**src/rtl/div_pkg.sv**
```systemverilog
// Defaults shared by the divider, its result collector and their benches.
package div_pkg;

    localparam int DIV_WIDTH         = 32;
    localparam int DIV_LATENCY       = 32;
    localparam int DIV_COLLECT_DEPTH = 16;

    function automatic int max_int(input int a, input int b);
        return (a > b) ? a : b;
    endfunction

endpackage

```
**src/rtl/div_collect_fifo.sv**
```systemverilog
// Result buffer behind the divider: synchronous write, read from the registered head pointer.
import div_pkg::*;

module div_collect_fifo #(
    parameter int DW    = DIV_WIDTH,
    parameter int DEPTH = DIV_COLLECT_DEPTH
) (
    input  logic                   clk,
    input  logic                   rst,
    input  logic                   wr_en,
    input  logic [DW-1:0]          wr_data,
    input  logic                   rd_ready,
    output logic                   rd_valid,
    output logic [DW-1:0]          rd_data,
    output logic [$clog2(DEPTH):0] count
);

    localparam int AW = $clog2(DEPTH);

    logic [DW-1:0] mem [DEPTH];
    logic [AW-1:0] wr_ptr;
    logic [AW-1:0] rd_ptr;
    logic          rd_en;

    assign rd_valid = (count != '0);
    assign rd_en    = rd_valid && rd_ready;

    // An empty buffer presents zero so stale storage never leaks out after reset.
    assign rd_data  = rd_valid ? mem[rd_ptr] : '0;

    always_ff @(posedge clk) begin
        if (wr_en && !rst) begin
            mem[wr_ptr] <= wr_data;
        end
    end

    always_ff @(posedge clk) begin
        if (rst) begin
            wr_ptr <= '0;
            rd_ptr <= '0;
            count  <= '0;
        end else begin
            if (wr_en) begin
                wr_ptr <= wr_ptr + 1'b1;
            end
            if (rd_en) begin
                rd_ptr <= rd_ptr + 1'b1;
            end
            case ({wr_en, rd_en})
                2'b10:   count <= count + 1'b1;
                2'b01:   count <= count - 1'b1;
                default: count <= count;
            endcase
        end
    end

endmodule

```
**src/rtl/div_collect.sv**
```systemverilog
// Collects fixed-latency divider results in issue order, with credit-based back-pressure.
// Define DIV_COLLECT_ZERO_FLAG_EN to carry the zero-divisor flag with each result onto out_dbz.
import div_pkg::*;

module div_collect #(
    parameter int WIDTH   = DIV_WIDTH,
    parameter int LATENCY = DIV_LATENCY,
    parameter int DEPTH   = DIV_COLLECT_DEPTH
) (
    input  logic                   clk,
    input  logic                   rst,
    input  logic                   in_valid,
    input  logic                   in_b_zero,
    output logic                   in_ready,
    input  logic [WIDTH-1:0]       div_z,
    output logic [WIDTH-1:0]       out_data,
    output logic                   out_dbz,
    output logic                   out_valid,
    input  logic                   out_ready,
    output logic [$clog2(DEPTH):0] count
);

    localparam int CW = $clog2(DEPTH) + 1;
    localparam int IW = $clog2(LATENCY + 1);
    localparam int SW = max_int(CW, IW) + 1;

    logic               issue;
    logic               exit_tag;
    logic [LATENCY-1:0] tag_sr;
    logic [IW-1:0]      inflight;
    logic [SW-1:0]      credit_used;

    // Every slot is reserved at issue time, so a landing result always finds room.
    assign credit_used = SW'(count) + SW'(inflight);
    assign in_ready    = credit_used < SW'(DEPTH);
    assign issue       = in_valid && in_ready;
    assign exit_tag    = tag_sr[LATENCY-1];

    always_ff @(posedge clk) begin
        if (rst) begin
            tag_sr   <= '0;
            inflight <= '0;
        end else begin
            tag_sr   <= (tag_sr << 1) | LATENCY'(issue);
            inflight <= inflight + IW'(issue) - IW'(exit_tag);
        end
    end

`ifdef DIV_COLLECT_ZERO_FLAG_EN
    logic [LATENCY-1:0] zf_sr;
    logic [WIDTH:0]     fifo_rd;

    always_ff @(posedge clk) begin
        if (rst) begin
            zf_sr <= '0;
        end else begin
            zf_sr <= (zf_sr << 1) | LATENCY'(issue && in_b_zero);
        end
    end

    div_collect_fifo #(
        .DW    (WIDTH + 1),
        .DEPTH (DEPTH)
    ) u_fifo (
        .clk      (clk),
        .rst      (rst),
        .wr_en    (exit_tag),
        .wr_data  ({zf_sr[LATENCY-1], div_z}),
        .rd_ready (out_ready),
        .rd_valid (out_valid),
        .rd_data  (fifo_rd),
        .count    (count)
    );

    assign out_data = fifo_rd[WIDTH-1:0];
    assign out_dbz  = fifo_rd[WIDTH];
`else
    logic unused_b_zero;
    assign unused_b_zero = in_b_zero;

    div_collect_fifo #(
        .DW    (WIDTH),
        .DEPTH (DEPTH)
    ) u_fifo (
        .clk      (clk),
        .rst      (rst),
        .wr_en    (exit_tag),
        .wr_data  (div_z),
        .rd_ready (out_ready),
        .rd_valid (out_valid),
        .rd_data  (out_data),
        .count    (count)
    );

    assign out_dbz = 1'b0;
`endif

endmodule

```
**config.mk**
```make
export PLATFORM = sky130hd
export DESIGN_NAME = div_collect
export DESIGN_NICKNAME = d
export VERILOG_FILES = /design/src/rtl/div_pkg.sv /design/src/rtl/div_collect_fifo.sv /design/src/rtl/div_collect.sv
export SDC_FILE = /design/constraint.sdc
export NUM_CORES = 1
export LEC_CHECK = 0
export CAP_MARGIN = 0
export CORE_MARGIN = 2
export CORE_UTILIZATION = 40
export CTS_BUF_LIST = sky130_fd_sc_hd__clkbuf_16
export DETAILED_ROUTE_END_ITERATION = 8
export SKIP_LAST_GASP = 1
export SLEW_MARGIN = 20
export SYNTH_ARGS = -nofsm -noshare
export SYNTH_HDL_FRONTEND = slang
export SYNTH_SLANG_ARGS = --single-unit
```
**constraint.sdc**
```tcl
create_clock -name clk -period 2.6 [get_ports clk]
set_clock_uncertainty 0.05 [all_clocks]
set_input_delay 0.52 -clock clk [delete_from_list [all_inputs] [get_ports clk]]
set_output_delay 0.52 -clock clk [all_outputs]
set_load 0.05 [all_outputs]
```
==> results.rst, run 1 <==
.. list-table::
   :header-rows: 1

   * - Metric
     - Value
   * - Commonest register cell after synthesis
     - edfxtp_1
   * - DRC violation total after the first TritonRoute iteration
     - between 700 and 800
   * - Leading post-synthesis cells by cell area
     - edfxtp_1 (70%), mux4_2 (11%), dfxtp_1 (5.0%), mux4_1 (2.9%), nor2b_1 (2.0%)
   * - Violations in the final reports
     - setup timing
   * - Clock-pin slew on the worst setup and hold paths
     - 60 ps
   * - Fraction of final layout cells with drive strength greater than 1
     - 37.4%
   * - Slew at the pin with the worst max-slew slack
     - between 600 and 700 ps
   * - Critical Path RT
     - 2030 ps
   * - Largest fanout on the critical path
     - 7
   * - Wire length per cell after detailed routing
     - 23.8 um
   * - Die Y
     - roughly 240 um
   * - Diodes inserted
     - 0
   * - Most common library cells after synthesis
     - edfxtp_1 (512), mux4_2 (104), nor2b_1 (69)
   * - Warnings from Yosys
     - 0
   * - Critical path class
     - flip-flop to output port
   * - Synthesized Nets
     - 1078
   * - Final instance area
     - between 20000 and 30000 um2
   * - Antenna violations before repair
     - 1
   * - Relative slew slack
     - roughly 55%
   * - Pin count of the biggest net entering global routing
     - ~60
   * - Pwr Density
     - 690 nW/um2
   * - Final weighted congestion in routability-driven placement
     - approximately 0.7
   * - IO Count
     - 77
   * - Biggest area consumer among synthesized cells
     - edfxtp_1
   * - Max Cap Violations
     - 0
   * - Final period utilization
     - 125%
   * - CTS Sinks
     - between 500 and 600
   * - Number of input and output port buffers inserted
     - 74
   * - Setup crit end kind
     - output port
   * - Number of detailed-routing iterations run before antenna repair
     - 5
   * - Post-synthesis sequential element count
     - about 570
   * - Count of nets after finishing
     - 1276
   * - Depth of the CTS H-tree
     - 2
   * - Chip width
     - around 240 um
   * - Clock insertion delay at the later pin of the skew report
     - about 600 ps
   * - Clock Tree Buf Depth
     - 3
   * - Clock tree from TritonCTS
     - done
   * - Count of flip-flops with a built-in enable after synthesis
     - approximately 500
   * - Post-synth ARST share
     - 0%
   * - Root buf cell
     - clkbuf_16
   * - DPL Wire Length
     - about 26 mm
   * - Max VDD drop
     - 589 uV
   * - Overall routed net length
     - 46.6 mm
   * - Number of rows created at floorplan
     - 85
   * - Most used standard cell by instance count after synthesis
     - edfxtp_1
   * - Final Max Tran Viols
     - 0
   * - Placeable core region
     - ~54000 um2
   * - Worst Setup Start Kind
     - flip-flop
   * - Maximum clock frequency
     - ~310 MHz
   * - Number of distinct standard cells referenced by the synthesized netlist
     - between 40 and 50
   * - Wire length of the first global-routing pass
     - about 69 mm
   * - Synthesized netlist cell count
     - about 1.0k
   * - Lkg Pwr
     - a little under 9 nW
   * - Type of the tightest min-delay check
     - flip-flop to flip-flop
   * - Total power
     - ~18 mW
   * - CTS hold repair buffers
     - 0
   * - Remaining antenna violation count after routing
     - 0
   * - Via density per instance
     - between 5 and 6
   * - Sum of negative setup slack
     - -19580 ps
   * - Number of CTS-inserted buffers
     - 57
   * - Average cell area after synthesis
     - around 21 um2
   * - Remaining routing DRC violations
     - 0
   * - Unrepaired setup endpoints after global routing
     - yes
   * - Vias post-DR
     - 10.4k
   * - Pre-CTS WS
     - -313 ps
   * - Data arrival time of the critical path
     - between 2000 and 3000 ps
   * - Area of the mapped netlist
     - 21800 um2
   * - Result of the run
     - complete, but fails checks
   * - Number of inserted filler cells in the final layout
     - ~4.3k
   * - Final hold viol count
     - 0
   * - Gr ovfl total
     - 0
   * - Overall fraction of global-route tracks in use
     - around 17%
   * - Top-area cell type share of the netlist area
     - roughly 70%
   * - Area after detailed placement
     - roughly 24000 um2
   * - Final core area utilization
     - 49.7%
   * - Area enclosed by the die boundary
     - approximately 56000 um2
   * - Finish-stage setup viols
     - 35
   * - Initial core utilization
     - 40.5%
   * - Worst path setup slack after routing
     - -645 ps
   * - Sequential element share of the synthesized area
     - between 70% and 80%
   * - Vias in the first global route
     - between 10k and 15k
   * - Synth-to-layout area growth
     - 22.6%
   * - Shortest clock period the worst path allows after layout
     - ~3200 ps
==> where the power goes <==
part	switching, mW	total (mW)	leakage, nW	internal (mW)
registers	0.0321	9.99	5.05	9.96
clock network	3.30	7.81	0.939	4.51
logic	0.354	0.655	2.71	0.301
==> cell usage in the layout, fill, tap and decap left out, types with 16 or more instances in the layout <==
master,n
a221o_2,30
and2_2,16
buf_12,29
buf_4,68
buf_6,27
buf_8,17
clkbuf_16,60
clkdlybuf4s50_1,38
dfxtp_1,47
edfxtp_1,512
inv_1,29
mux2_2,17
mux2_4,16
mux4_2,125
nor2_1,22
nor2b_1,64
==> worst paths after layout <==
path                                      start         endpoint  slack (ps)  depth (start not counted)
worst max-delay path                  flip-flop     out_data[31]        -640                          6
worst min-delay path                  tag_sr[9]       tag_sr[10]         390                          1
worst min register to register        tag_sr[9]       tag_sr[10]         390                          1
worst max register to register  u_fifo.count[3]  u_fifo.count[4]        -180                         11
==> flip-flops by register name (all words and copies together), names as in the netlist, named ones only <==
register and count:
u_fifo.wr_ptr 4, u_fifo.mem 512, tag_sr 32, u_fifo.rd_ptr 4, u_fifo.count 5, inflight 6
==> layer usage <==
metal  track usage [%]  vias up  routed length [um]
met4              3.60        2                 767
met1              23.6     5541               21000
met2              27.1      217               22600
li1                  -     4575                   -
met3              3.10       65                2200
met5                 0        -                  16
==> worst max-delay path, cell delays in order (launching register included) <==
cell	delay, ps
dfxtp_4	400
buf_12	160
buf_16	150
mux4_2	500
mux2_4	270
a221o_1	390
buf_6	180
==> what timing repair did <==
action,CTS,global route
gates cloned,7,3
endpoints found under the setup margin,38,39
pin swaps,19,17
setup buffers,21,5
gates resized for setup,103,41
==> logic make-up (layout without fill, tap and decap cells) <==
group,count (synthesis),count (layout),share of synthesized area [%]
DFF,567,567,75.5
muxes,164,164,15.5
and+or+nand+nor,138,138,3.66
buffers and inverters,69,313,1.61
AOI/OAI and AO/OA,51,51,2.07
adders and majority gates,21,21,1.27
xor gates and xnor gates,9,9,0.361
other,1,1,0.0172
==> stage by stage <==
stage	cells	hold slack [ps]
global placement	1822	367
CTS	1955	388
finish	1960	385
floorplan	1020	364
global route	1960	402
detailed placement	1822	375
==> layout make-up <==
cell class / count / area (um2) / area share [%]
tap: 696 / 871 / 3.26
multi-input combinational: 384 / 5230 / 19.5
timing repair buffer: 190 / 2290 / 8.56
clock inverter: 47 / 330 / 1.24
clock buffer: 58 / 1450 / 5.43
sequential: 567 / 16500 / 61.7
inverter: 18 / 67.6 / 0.253
Note: power is estimated with default switching activity, not from simulation.
==> run 2: changes to the inputs <==
Settings changed: TNS_END_PERCENT set to 1.
==> run 2 against run 1 <==
Net effect: the flow still finishes with violations (setup timing); die area unchanged; flip-flop and latch count unchanged; clock-buffer cell count up 1; combinational power down 17%; clock power down 2%; cell area down 1.9%; sequential power about the same; critical endpoint is now out_data[5]; largest power group unchanged; highest routed layer unchanged.
==> results.rst, run 2 (synthesis gave the netlist of run 1 again) <==
.. list-table::
   :header-rows: 1

   * - Metric
     - Value
   * - Maximum clock frequency
     - 304 MHz (was 308 MHz)
   * - Largest fanout on the critical path
     - 13 (was 7)
   * - Initial core utilization
     - 40.5% (unchanged)
   * - Area enclosed by the die boundary
     - 56400 um2 (unchanged)
   * - Worst Hold Path EP
     - tag_sr[27] (was tag_sr[10])
   * - Wire length per cell after detailed routing
     - 23.4 um (was 23.8 um)
   * - Shortest clock period the worst path allows after layout
     - 3290 ps (was 3240 ps)
   * - Peak per-stage delay on the critical path
     - 570 ps (was 500 ps)
   * - Final Max Tran Viols
     - 0 (unchanged)
   * - Critical path class
     - flip-flop to output port (unchanged)
   * - Multi-input gate area in the final layout
     - 5050 um2 (was 5230 um2)
   * - Relative slew slack
     - 60.8% (was 54.7%)
   * - Flip-flop count of the largest register after layout
     - 512 (unchanged)
   * - Lkg Pwr
     - 8.49 nW (was 8.70 nW)
   * - Final period utilization
     - 127% (was 125%)
   * - Vias post-DR
     - 10.3k (was 10.4k)
   * - Area after detailed placement
     - 24200 um2 (was 24100 um2)
   * - Internal reg-to-reg setup slack
     - -240 ps (was -180 ps)
   * - Data arrival time of the critical path
     - 2720 ps (was 2670 ps)
   * - DPL Wire Length
     - 25.5 mm (was 26.0 mm)
   * - Count of nets after finishing
     - 1254 (was 1276)
   * - Final hold viol count
     - 0 (unchanged)
   * - Number of CTS-inserted buffers
     - 57 (unchanged)
   * - Sum of negative setup slack
     - -22560 ps (was -19580 ps)
   * - Via density per instance
     - 5.34 (was 5.31)
   * - Antenna violations before repair
     - 2 (was 1)
   * - Most common cell after layout, fill and taps aside
     - edfxtp_1 (unchanged)
   * - Clock insertion delay at the later pin of the skew report
     - 610 ps (was 600 ps)
   * - Number of inserted filler cells in the final layout
     - 4361 (was 4332)
   * - Gr ovfl total
     - 0 (unchanged)
   * - Max VDD drop
     - 593 uV (was 589 uV)
   * - DRC violation total after the first TritonRoute iteration
     - 629 (was 714)
   * - Overall routed net length
     - 45.3 mm (was 46.6 mm)
   * - Clock Tree Buf Depth
     - 3 (unchanged)
   * - Type of the tightest min-delay check
     - flip-flop to flip-flop (unchanged)
   * - Depth of the CTS H-tree
     - 2 (unchanged)
   * - IO Count
     - 77 (unchanged)
   * - Most prevalent standard cell on the critical path
     - buf_6
   * - Flip-flop and latch area
     - 16500 um2 (about the same)
   * - Chip width
     - 238 um (unchanged)
   * - Number of rows created at floorplan
     - 85 (unchanged)
   * - Overall fraction of global-route tracks in use
     - 16.4% (was 16.7%)
   * - Placeable core region
     - 53800 um2 (unchanged)
   * - Unrepaired setup endpoints after global routing
     - yes (unchanged)
   * - Max Cap Violations
     - 0 (unchanged)
   * - Hold Crit Start
     - tag_sr[26] (was tag_sr[9])
   * - CTS Sinks
     - 567 (unchanged)
   * - Register with the most flip-flops
     - u_fifo.mem (unchanged)
   * - Slowest cell on crit path
     - or4_4 (was mux4_2)
   * - Source of the worst register-to-register timing path
     - u_fifo.count[1] (was u_fifo.count[3])
   * - Pin count of the biggest net entering global routing
     - 59 (unchanged)
   * - Clock-pin slew on the worst setup and hold paths
     - 60 ps (about the same)
   * - Fraction of final layout cells with drive strength greater than 1
     - 30.2% (was 37.4%)
   * - Wire length of the first global-routing pass
     - 68.6 mm (was 69.1 mm)
   * - Most frequent cells in the layout
     - edfxtp_1 (512), mux4_2 (104), nor2b_1 (69) (was edfxtp_1 (512), mux4_2 (125), buf_4 (68))
   * - Remaining antenna violation count after routing
     - 0 (unchanged)
   * - Worst path setup slack after routing
     - -690 ps (was -645 ps)
   * - Number of detailed-routing iterations run before antenna repair
     - 5 (unchanged)
   * - Number of input and output port buffers inserted
     - 74 (unchanged)
   * - Remaining routing DRC violations
     - 0 (unchanged)
   * - Slew at the pin with the worst max-slew slack
     - 586 ps (was 670 ps)
   * - Critical Path RT
     - 2030 ps (about the same)
   * - Final instance area
     - 26200 um2 (was 26700 um2)
   * - Finish-stage setup viols
     - 39 (was 35)
   * - Cell depth of the worst flop-to-flop path
     - 11 (unchanged)
   * - Violations in the final reports
     - setup timing (unchanged)
   * - Biggest registers after layout
     - u_fifo.mem (512), tag_sr (32), inflight (6) (unchanged)
   * - Clock tree from TritonCTS
     - done (unchanged)
   * - Worst r2r dst
     - u_fifo.count[3] (was u_fifo.count[4])
   * - Vias in the first global route
     - 10.9k (about the same)
   * - Die Y
     - 238 um (unchanged)
   * - CTS hold repair buffers
     - 0 (unchanged)
   * - Worst Setup Start Kind
     - flip-flop (unchanged)
   * - Cells along the critical path
     - or4_4, buf_6, o211ai_4, buf_12, buf_8, nor2b_1, a221o_1, buf_6 (was buf_12, buf_16, mux4_2, mux2_4, a221o_1, buf_6)
   * - Final weighted congestion in routability-driven placement
     - 0.722 (was 0.711)
   * - Worst hold-check slack
     - 383 ps (was 385 ps)
   * - Root buf cell
     - clkbuf_16 (unchanged)
   * - Hold-critical path depth
     - 1 (unchanged)
   * - Setup crit end kind
     - output port (unchanged)
   * - Synth-to-layout area growth
     - 20.2% (was 22.6%)
   * - Result of the run
     - complete, but fails checks (unchanged)
   * - Pwr Density
     - 694 nW/um2 (was 690 nW/um2)
-- run 2: changes by cell type in the layout (fill, tap and decap cells not counted), moves of 6 or more --
cell,before,now
a221o_2,30,1
mux4_2,125,104
mux2_2,17,33
a221o_1,2,31
ha_1,12,19
buf_6,27,19
buf_8,17,1
mux4_1,3,24
ha_4,6,0
buf_12,29,40
mux2_4,16,0
-- run 2: critical path: cells and delay by family (launching register included) --
kind | cells | cell delay (ps)
flops | 1 | 320
buf+inv | 4 | 630
simple gates | 2 | 630
compound gates | 2 | 520
-- run 2: layout make-up --
cell class,count,area share [%]
diodes,1,0.00955
clock buffers,59,5.63
clock inverters,43,1.02
inverters,18,0.258
multi-input cells,385,19.3
flip-flops and latches,567,62.9
well taps,696,3.32
repair buffers,167,7.60
-- run 2: per-stage QoR --
step | power (mW) | setup WS, ps | cells | util (%)
after detailed placement | 10.7 | -233 | 1821 | 45.0
after global routing | 18.8 | -772 | 1935 | 48.7
after floorplan | 10.5 | -125 | 1020 | -
after CTS | 18.4 | -725 | 1936 | 48.7
after global placement | 10.7 | -275 | 1821 | 45.0
final | 18.2 | -690 | 1936 | 48.7
-- run 2: repair_timing --
item | CTS | global route
cloned | 4 | 0
pin swaps | 4 | 4
resized for setup | 21 | 5
buffers inserted | 9 | 0
setup endpoints to repair | 39 | 41
-- run 2: routing by layer --
layer  vias to the layer above  track usage (%)  part of all wire [%]
li1                       4554                -                     -
met1                      5451             22.9                    45
met2                       267             26.4                    48
met3                        68             3.24                   5.2
met4                         2             4.55                   2.2
met5                         -                0                 0.024
-- run 2: power breakdown --
group          internal [mW]  switching (mW)  leakage (nW)
clock network           4.36            3.30         0.909
logic                  0.225           0.316          2.53
registers               9.96          0.0257          5.05
-- run 2: worst max-delay path by stage --
stage,startpoint,end,slack (ps),cells past startpoint
floorplan,u_fifo.count[0],out_data[11],-130,5
global placement,out_ready,u_fifo.count[4],-270,10
detailed placement,out_ready,u_fifo.count[4],-230,10
CTS,u_fifo.count[2],out_data[27],-730,9
global route,u_fifo.count[1],out_data[5],-770,8
finish,u_fifo.count[1],out_data[5],-690,8
==> RTL edit (settings of run 2) <==
Build with the macro `DIV_COLLECT_ZERO_FLAG_EN` defined.
--- a/src/rtl/div_collect.sv
+++ b/src/rtl/div_collect.sv
@@ -1,4 +1,6 @@
 // Collects fixed-latency divider results in issue order, with credit-based back-pressure.
 // Define DIV_COLLECT_ZERO_FLAG_EN to carry the zero-divisor flag with each result onto out_dbz.
+`define DIV_COLLECT_ZERO_FLAG_EN
+
 import div_pkg::*;
 
Check against the original RTL: same outputs for any inputs over 10 cycles, from zero or initial values and one cycle with rst high; that may be too few to reach the edited logic, so the function may still have changed.
==> RTL edit against run 2 <==
The flow still finishes with violations (negative setup slack); worst setup slack improved by 9.3 ps; power up 10%; final cell count increased by 8.8%; sequential cell count rose by 48; synthesized cell count is 8.7% higher; critical path depth is the same; sequential power up 8%; cell area grew 6.7%; synthesized area grew 6.1%; register-to-register slack gained 50 ps; count of clock-buffer cells in the layout up 4; routed wire length rose by 6.1%; largest cell class unchanged; highest routed layer is now met4.
==> RTL edit: results (changes against run 2) <==
outcome: "finished with violations"
violations: "negative setup slack"
cp_max_fo: 8  # -5
numSequentialCells: 615  # +8.5%
grt_max_degree: 49  # -17%
peakVddDrop_v: 0.000549  # -7.4%
synth.area.top_cells: "edfxtp_1 69%, mux4_2 13%, dfxtp_1 7.5%, nor2b_1 2.7%, mux2_2 1.7%"
syn_avg_cell_area_um2: 20.9  # -2.4%
place_inst: 1986  # +9.1%
viasPerCell: 5.20  # -2.7%
cp-endpoint: "out_data[10]"
num-fill-cells: 4710  # +8.0%
finalWorstSetupSlack_ps: -681  # +9.35 ps
synth-edff-count: 528  # +3.1%
power_switching_uw: 3940  # +8.1%
hpwl_um: 27500  # +7.8%
die_area_um2: 59800  # +6.0%
seq_share: 0.630  # about the same
buffers: 173  # +3.6%
synth_compound_area_frac: 0.0194  # -0.00124
max_stage_delay_ps: 550  # -20 ps
inverters: 16  # -2
rrSetupSlack_ps: -190  # +50 ps
ys_seq_area_frac: 0.761  # +0.00515
clk_share: 0.0721  # +0.00565
synthAdderAreaFrac: 0.0120  # -0.000730
top_layer_used: "met4"
synth_common_cells: "528 x edfxtp_1, 132 x mux4_2, 100 x nor2b_1, 87 x dfxtp_1, 34 x mux2_2"
met3_usage: 0.0267  # -0.00573
grt.total_usage: 0.162  # -0.00136
wl_met2_um: 23800  # +9.4%
syn_nets: 1167  # +8.3%
numPortBuffers: 76  # +2.7%
leakagePower_uw: 0.00913  # +7.5%
pre_cts_ws_ps: -223  # +10.8 ps
setup_viol: 38  # -2.6%
use_met1: 0.218  # -0.0112
slew_headroom: 0.544  # -0.0642
placed_area_um2: 25800  # +6.4%
[RTL edit: power groups by stage]
stage / Clock, µW / Combinational, µW / Sequential [µW]
2_1_floorplan: 0 / 302 / 11000
3_3_place_gp: 0 / 533 / 11000
3_5_place_dp: 0 / 554 / 11000
4_1_cts: 8950 / 559 / 10800
5_1_grt: 9330 / 628 / 10800
6_report: 8750 / 552 / 10800
[RTL edit: how the worst min path moves through the flow]
stage               startpoint  slack (ps)               end  cells after the start
floorplan            tag_sr[9]         360        tag_sr[10]                      1
global placement     zf_sr[10]         370         zf_sr[11]                      1
detailed placement    zf_sr[0]         370          zf_sr[1]                      1
CTS                        rst         100  u_fifo.wr_ptr[3]                      2
global route               rst         120  u_fifo.wr_ptr[3]                      2
finish                     rst         140  u_fifo.wr_ptr[3]                      2
[RTL edit: timing repair]
item,in CTS,in global routing
pin swaps,2,2
gates cloned,2,1
setup buffers,4,0
resized for setup,18,5
endpoints found under the setup margin,38,41
